<file path="config.mk">
export PLATFORM = sky130hd
export DESIGN_NAME = kmeans_centroid_update_k3_d4
export DESIGN_NICKNAME = d
export VERILOG_FILES = /design/src/rtl/kmeans_centroid_update_k3_d4.sv
export SDC_FILE = /design/constraint.sdc
export NUM_CORES = 2
export LEC_CHECK = 0
export BUFFER_PORTS_ARGS = -buffer_cell sky130_fd_sc_hd__buf_4
export CAP_MARGIN = 20
export CORE_MARGIN = 2
export CORE_UTILIZATION = 37
export CTS_CLUSTER_SIZE = 20
export DETAILED_ROUTE_END_ITERATION = 7
export PLACE_DENSITY_LB_ADDON = 0.25
export SLEW_MARGIN = 5
export SYNTH_ARGS = -nofsm -noshare
export SYNTH_HDL_FRONTEND = slang
export SYNTH_SLANG_ARGS = --single-unit
</file>
<file path="constraint.sdc">
create_clock -name clk -period 33.9 [get_ports clk]
set_input_delay 10.17 -clock clk [delete_from_list [all_inputs] [get_ports clk]]
set_output_delay 10.17 -clock clk [all_outputs]
set_load 0.02 [all_outputs]
</file>
<file path="src/rtl/kmeans_centroid_update_k3_d4.sv">
// kmeans_centroid_update_k3_d4: accumulates classified points into per-centroid
// per-dimension sums and counts, then divides sum/count and streams 12 results.
// Ports: clk, rst (async active-high); start, in_valid, in_last,
//   input_data0..3, selected_centroid (point in); out_valid/out_ready handshake
//   with out_centroid, out_dim, out_data, out_empty; busy, done, acc_overflow.
module kmeans_centroid_update_k3_d4 #(
    parameter int input_data_width = 16,
    parameter int acc_width        = 32,
    parameter int cnt_width        = 16
) (
    input  logic                        clk,
    input  logic                        rst,
    input  logic                        start,
    input  logic                        in_valid,
    input  logic                        in_last,
    input  logic [input_data_width-1:0] input_data0,
    input  logic [input_data_width-1:0] input_data1,
    input  logic [input_data_width-1:0] input_data2,
    input  logic [input_data_width-1:0] input_data3,
    input  logic [1:0]                  selected_centroid,
    output logic                        out_valid,
    input  logic                        out_ready,
    output logic [1:0]                  out_centroid,
    output logic [1:0]                  out_dim,
    output logic [input_data_width-1:0] out_data,
    output logic                        out_empty,
    output logic                        busy,
    output logic                        done,
    output logic                        acc_overflow
);
    localparam int SW = $clog2(acc_width + 1);

    typedef enum logic [1:0] {IDLE, ACCUM, DIV, OUT} state_t;
    state_t r_state, w_next;

    logic [acc_width-1:0] r_sum [3][4];
    logic [cnt_width-1:0] r_cnt [3];
    logic                 r_ovf;
    logic                 r_done;
    logic                 r_empty;
    logic [1:0]           r_k;
    logic [1:0]           r_d;
    logic [SW-1:0]        r_step;
    logic [acc_width-1:0] r_rem;
    logic [acc_width-1:0] r_quo;
    logic [cnt_width-1:0] r_dvs;

    logic [input_data_width-1:0] w_in [4];
    logic [acc_width-1:0]        w_sel_sum [4];
    logic [cnt_width-1:0]        w_sel_cnt;
    logic [acc_width:0]          w_add [4];
    logic [cnt_width:0]          w_inc;
    logic                        w_carry;
    logic                        w_hit;
    logic                        w_clear;
    logic [acc_width-1:0]        w_div_sum;
    logic [cnt_width-1:0]        w_div_cnt;
    logic [acc_width:0]          w_shift;
    logic [acc_width:0]          w_diff;
    logic                        w_neg;
    logic                        w_last_pair;

    assign w_in[0] = input_data0;
    assign w_in[1] = input_data1;
    assign w_in[2] = input_data2;
    assign w_in[3] = input_data3;

    // selected_centroid == 3 is a dropped point
    assign w_hit   = in_valid && (selected_centroid != 2'd3);
    assign w_clear = start && (r_state == IDLE || r_state == ACCUM);

    always_comb begin
        w_sel_cnt = r_cnt[2];
        for (int d = 0; d < 4; d++) w_sel_sum[d] = r_sum[2][d];
        for (int k = 0; k < 2; k++) begin
            if (selected_centroid == 2'(k)) begin
                w_sel_cnt = r_cnt[k];
                for (int d = 0; d < 4; d++) w_sel_sum[d] = r_sum[k][d];
            end
        end
    end

    always_comb begin
        w_carry = 1'b0;
        for (int d = 0; d < 4; d++) begin
            w_add[d] = {1'b0, w_sel_sum[d]} + (acc_width + 1)'(w_in[d]);
            w_carry  = w_carry | w_add[d][acc_width];
        end
        w_inc   = {1'b0, w_sel_cnt} + (cnt_width + 1)'(1);
        w_carry = w_carry | w_inc[cnt_width];
    end

    always_comb begin
        w_div_sum = r_sum[2][r_d];
        w_div_cnt = r_cnt[2];
        for (int k = 0; k < 2; k++) begin
            if (r_k == 2'(k)) begin
                w_div_sum = r_sum[k][r_d];
                w_div_cnt = r_cnt[k];
            end
        end
    end

    // restoring step: shift next dividend bit into the partial remainder
    assign w_shift = {r_rem, r_quo[acc_width-1]};
    assign w_diff  = w_shift - (acc_width + 1)'(r_dvs);
    assign w_neg   = w_diff[acc_width];

    assign w_last_pair = (r_k == 2'd2) && (r_d == 2'd3);

    always_ff @(posedge clk or posedge rst) begin
        if (rst) r_state <= IDLE;
        else     r_state <= w_next;
    end

    always_comb begin
        w_next = r_state;
        unique case (r_state)
            IDLE:  if (start) w_next = ACCUM;
            ACCUM: if (!start && in_valid && in_last) w_next = DIV;
            DIV: begin
                if ((r_step == SW'(1) && r_empty) ||
                    r_step == SW'(acc_width))
                    w_next = OUT;
            end
            OUT: begin
                if (out_ready) w_next = w_last_pair ? IDLE : DIV;
            end
            default: w_next = IDLE;
        endcase
    end

    always_ff @(posedge clk or posedge rst) begin
        if (rst) begin
            for (int k = 0; k < 3; k++) begin
                r_cnt[k] <= '0;
                for (int d = 0; d < 4; d++) r_sum[k][d] <= '0;
            end
            r_ovf <= 1'b0;
        end else if (w_clear) begin
            for (int k = 0; k < 3; k++) begin
                r_cnt[k] <= '0;
                for (int d = 0; d < 4; d++) r_sum[k][d] <= '0;
            end
            r_ovf <= 1'b0;
        end else if (r_state == ACCUM && w_hit) begin
            for (int k = 0; k < 3; k++) begin
                if (selected_centroid == 2'(k)) begin
                    r_cnt[k] <= w_inc[cnt_width-1:0];
                    for (int d = 0; d < 4; d++)
                        r_sum[k][d] <= w_add[d][acc_width-1:0];
                end
            end
            if (w_carry) r_ovf <= 1'b1;
        end
    end

    always_ff @(posedge clk or posedge rst) begin
        if (rst) begin
            r_rem   <= '0;
            r_quo   <= '0;
            r_dvs   <= '0;
            r_empty <= 1'b0;
            r_step  <= '0;
            r_k     <= '0;
            r_d     <= '0;
            r_done  <= 1'b0;
        end else begin
            r_done <= 1'b0;
            unique case (r_state)
                ACCUM: begin
                    if (!start && in_valid && in_last) begin
                        r_k    <= '0;
                        r_d    <= '0;
                        r_step <= '0;
                    end
                end
                DIV: begin
                    r_step <= r_step + SW'(1);
                    if (r_step == '0) begin
                        // load cycle; an empty cluster yields a forced 0
                        r_rem   <= '0;
                        r_dvs   <= w_div_cnt;
                        r_empty <= (w_div_cnt == '0);
                        r_quo   <= (w_div_cnt == '0) ? '0 : w_div_sum;
                    end else if (!r_empty) begin
                        r_rem <= w_neg ? w_shift[acc_width-1:0]
                                       : w_diff[acc_width-1:0];
                        r_quo <= {r_quo[acc_width-2:0], ~w_neg};
                    end
                end
                OUT: begin
                    if (out_ready) begin
                        r_step <= '0;
                        if (r_d == 2'd3) begin
                            r_d <= '0;
                            if (r_k == 2'd2) begin
                                r_k    <= '0;
                                r_done <= 1'b1;
                            end else begin
                                r_k <= r_k + 2'd1;
                            end
                        end else begin
                            r_d <= r_d + 2'd1;
                        end
                    end
                end
                default: ;
            endcase
        end
    end

    assign out_valid    = (r_state == OUT);
    assign busy         = (r_state != IDLE);
    assign done         = r_done;
    assign acc_overflow = r_ovf;
    assign out_centroid = r_k;
    assign out_dim      = r_d;
    assign out_data     = out_valid ? r_quo[input_data_width-1:0] : '0;
    assign out_empty    = out_valid && r_empty;
endmodule

</file>
Word level (Yosys, flattened, before mapping). Index checks and enable logic that the tools add are counted.

Magnitude comparators: 1. Bitwise logic cells: 6. Reductions and logical operators: 34. Equal/unequal tests: 17. Mux-type cells: 58. Add/sub/neg operators: 9.

Operators by type and width (count): 2-to-1 mux 384 bit (2); 2-to-1 mux 128 bit (5); 2-to-1 mux 32 bit (14); binary-select mux 32 bit (select 2 bit) (3); adder 32 x 16 -> 33 bit (4); 2-to-1 mux 16 bit (8); 2-to-1 mux 48 bit (2); subtractor 33 x 16 -> 33 bit (1); 2-to-1 mux 2 bit (11); case mux 6 bit (3 select lines) (1); adder 16 x 1 -> 17 bit, second input constant (1); logical NOT 16 bit (1); nonzero test 2 bit (7); 2-to-1 mux 6 bit (2); AND reduction 2 bit (6); == test 2 bit, second input constant (5); logical AND 1 bit (8); inequality test 2 x 1 -> 1 bit, second input constant (4); case mux 2 bit (2 select lines) (2); case mux 2 bit (4 select lines) (1); AND reduction 4 bit (2); 2-to-1 mux 1 bit (7); adder 6 x 1 -> 6 bit, second input constant (1); == test 2 x 1 -> 1 bit, second input constant (3); 14 further kinds (24).

Output and inout bits: 25. Register bits after elaboration: 527. Logic and storage cells: 150. Bits of input ports: 72.

Logic depth before layout (Yosys ltp).
Depth after elaboration: 11. Mapped depth: 21. Mapped depth without buffers: 12.

Least setup slack after synthesis. OpenSTA, ideal clock, no wires.

Path kind: input to register. Start: in selected_centroid[0]. End: reg r_sum[382] in the netlist's numbering. Path buffers: 9. Required time: 33763 ps. Arrival: 14861 ps. Slack: 18902 ps. Setup time: 137 ps. Cell stages on the path: 21. Cell sequence: buf_4 -> buf_6 -> buf_6 -> buf_6 -> buf_2 -> buf_2 -> buf_2 -> buf_1 -> mux2i_1 -> o21ai_0 -> ha_1 -> fa_1 -> a211oi_1 -> o21ai_0 -> a211o_1 -> a221oi_1 -> a22o_1 -> clkbuf_1 -> nor2_1 -> xnor2_1 -> a21oi_1.

Word-level cells in the longest chain between the ends: 7. Elaborated cells on any way between the ends: 14. Classes of those cells: add/sub: 1; eq/ne: 2; mux: 5; reduce/logical: 6.

Ends and longest elaborated chain: from (decl) (RTL line 20) `input logic [1:0] selected_centroid,`; logical NOT 2 bit (RTL line 76, 148); 2-to-1 mux 128 bit (2 in a row) (RTL line 76) `if (selected_centroid == 2'(k)) begin`; adder 32 x 16 -> 33 bit (RTL line 86) `w_add[d] = {1'b0, w_sel_sum[d]} + (acc_width + 1)'(w_in[d]);`; 2-to-1 mux 128 bit (RTL line 148) `if (selected_centroid == 2'(k)) begin`; 2-to-1 mux 384 bit (RTL line 146) `end else if (r_state == ACCUM && w_hit) begin`; 2-to-1 mux 384 bit (RTL line 140) `end else if (w_clear) begin`; to (signal, indexed assignment) (RTL line 151) `r_sum[k][d] <= w_add[d][acc_width-1:0];`; to (decl) (RTL line 36) `logic [acc_width-1:0] r_sum [3][4];`.

Several ways; a longest one is shown, not always the timed one. The select of a mux whose other input is x is not followed. A chain may end at the register's enable or synchronous reset.

Worst setup path in the final report.
Start: in selected_centroid[0]. End: reg r_sum[154] in the netlist's numbering.

Word-level cells in the longest chain between the ends: 7. Elaborated cells on any way between the ends: 14. Classes of those cells: add/sub: 1; eq/ne: 2; mux: 5; reduce/logical: 6.

Ends and longest elaborated chain (RTL line): logical NOT 2 bit (76); 2-to-1 mux 128 bit (2 in a row) (76); adder 32 x 16 -> 33 bit (86); 2-to-1 mux 128 bit (148); 2-to-1 mux 384 bit (146); 2-to-1 mux 384 bit (140).

Several ways; a longest one is shown, not always the timed one. The select of a mux whose other input is x is not followed.

==> impl_metrics.tcl <==
set metrics [dict create \
    max_clock_freq_mhz 67.0 \
    avgSynthCellArea_um2 9.18 \
    worst-path-max-fanout 68 \
    postCtsHoldBufs 0 \
    slew_headroom 0.231 \
    grt_pass1_wl_mm 165 \
    vias 27100 \
    use_met3 0.0518 \
    synth_commonest_cells "543 x nand2_1, 527 x dfrtp_1, 426 x o21ai_0, 331 x a21oi_1, 266 x nor2_1" \
    grt_util_met2 0.357 \
    cts_root_buffer "clkbuf_16" \
    grt_overflow 0 \
    grt_pass1_vias 26400 \
    ys_seq_elements 527 \
    drc 0 \
    ir_drop_uv 114 \
    grt_busiest_layer "met2" \
    fin_util 0.416 \
    power.switching_uw 1410 \
    synthFlopType "dfrtp_1" \
    pin_count 97 \
    syn_to_final_growth_pct 11.1 \
    drive_gt1_frac 0.123 \
    via_per_inst 5.76 \
    tightest_slew_ns 1.15 \
    worst_slack_ns 18.97 \
    clk_pin_slew_ns 0.06 \
    wire_per_inst_um 22.6 \
    p_per_area_nw_per_um2 89.9 \
    pwr-share-clk 0.206 \
    place_area_um2 34200 \
    rsz0062_at_grt "false" \
    synth_fp_nets 3711 \
    ant_nets 0 \
    yosysTopAreaCell "dfrtp_1" \
    fin_crit_ns 14.93 \
    synth_cell_types 85 \
    wl_mm 106 \
    finalMaxSlewViolations 0 \
    initial_core_util 0.374 \
    synth-edff-count 0 \
    ys_top_cells_by_area "dfrtp_1 40%, o21ai_0 6.5%, mux2i_1 6.5%" \
    cts_max_path_buffers 3 \
    fin_worst_skew_ns 0.0318 \
    netlist_instances 3549 \
    cts_max_level 2 \
    cts_tree "done" \
    cts_resized 0 \
    port-buffer-count 96 \
    pwr-share-comb 0.473 \
    antenna_found_initial 1 \
    num_rows 108 \
    dp_hpwl_mm 70.0 \
    dieWidth_um 301 \
    sequentialPowerShare 0.321 \
    yosysMostFrequentCell "nand2_1" \
    status "finished, final reports clean" \
    critPathRequiredTime_ns 34.38 \
    synthArstFlopShare 1.00 \
    cp-end-kind "register" \
    syn-cell-area_um2 32600 \
    grt_usage 0.235 \
    hold_viol 0 \
    grt_util_met1 0.340 \
    die_y_um 301 \
    finalSetupViolations 0 \
    dr.pass1.iters 5 \
    setup_tns_ns 0 \
    seq_area_frac_synth 0.405 \
    ys_warn_count 0 \
    cts_buffers 61 \
    pre_cts_slack_ns 18.48 \
    cts.sinks 527 \
    max_cap_viol_count 0 \
    start_kind "input port" \
    final_area_um2 36200 \
    post-cts-setup-buffers 0 \
    place_congestion 0.855 \
    drtIter0Drc 2071 \
    crit_arrival_ns 15.42 \
    yosys.area.top_type_share 0.405 \
    min_period_over_period 0.440 \
    switching_share 0.433 \
    grt_start_max_net_pins 118 \
    crit_type "in -> reg" \
    min_path_type "reg -> reg" \
    layout.nets 3658 \
    internal_power_uw 1840 \
    die-area_um2 90400 \
    core_um2 87000 \
    clk_latency_ns 0.65 \
    leakage_uw 0.0155 \
]
==> layout make-up <==
| type | instances | area, um^2 |
|---|---|---|
| timing repair buffer | 146 | 1120 |
| tap | 1155 | 1450 |
| sequential | 527 | 13200 |
| antenna | 2 | 5.00 |
| fill | 8633 | 50800 |
| clock inverter | 12 | 114 |
| inverter | 34 | 135 |
| clock buffer | 99 | 1890 |
| multi-input combinational | 2726 | 18300 |
==> final timing paths <==
path / from / end / slack [ns] / cells past startpoint
worst max-delay path: selected_centroid[0] / r_sum[154] / 18.97 / 14
worst min-delay path: r_dvs[14] / r_dvs[14] / 0.48 / 2
worst max register to register: r_sum[291] / r_sum[187] / 29.54 / 11
worst min register to register: r_dvs[14] / r_dvs[14] / 0.48 / 2
max in group asynchronous: rst / r_sum[11] / 21.36 / 5
min in group asynchronous: rst / r_quo[3] / 9.64 / 2
==> stage by stage <==
stage          instances  power (uW)  hold WS, ns
5_1_grt             4699        3480        0.507
3_3_place_gp        4586        2560        0.463
2_1_floorplan       3549        2110        0.450
6_report            4701        3250        0.479
4_1_cts             4697        3250        0.485
3_5_place_dp        4586        2570        0.472
==> routing by layer <==
layer	up-vias	part of all wire
li1	12600	-
met1	13500	0.46
met2	833	0.44
met3	135	0.077
met4	2	0.021
met5	-	0.00010
==> cell usage in the layout (no fill, tap or decap), types with 58 or more instances in the layout <==
master,count
xor2_1,79
mux2i_1,212
o21ai_0,426
clkbuf_16,63
mux2_2,58
a21oi_1,331
ha_1,85
nand2_1,540
dfrtp_1,523
xnor2_1,81
nor2_1,262
buf_4,141
mux4_2,94
==> power by group through the flow <==
stage	sequential [uW]	combinational [uW]	clock, uW
floorplan	943	1170	0
global placement	1050	1510	0
detailed placement	1050	1530	0
CTS	1040	1530	680
global route	1070	1700	705
finish	1040	1540	668
==> flip-flops by register name, indices dropped and copies added, names as in the netlist, 2 cells and up <==
signal	count
out_dim	2
r_quo	32
r_sum	384
r_rem	32
r_dvs	16
r_state	2
out_centroid	2
r_step	6
r_cnt	48
==> logic make-up after synthesis <==
| logic type | after synthesis | synth area share |
|---|---|---|
| simple gates | 1077 | 0.146 |
| compound gates | 1034 | 0.183 |
| flops | 527 | 0.405 |
| mux | 364 | 0.150 |
| buf+inv | 296 | 0.0369 |
| xor+xnor | 161 | 0.0435 |
| fa+ha+maj | 90 | 0.0357 |
==> worst max-delay path, stage by stage <==
cell and delay, ns:
clkbuf_8 0.44, buf_12 0.49, buf_4 0.67, mux2i_1 0.26, o21ai_0 0.19, ha_1 0.46, nand4_1 0.14, or4_1 0.51
a21o_1 0.17, nand4_1 0.26, nand4b_1 0.64, nor3_1 0.44, xor2_1 0.28, a21oi_1 0.11
No activity file was read; power rests on OpenSTA's default activity.
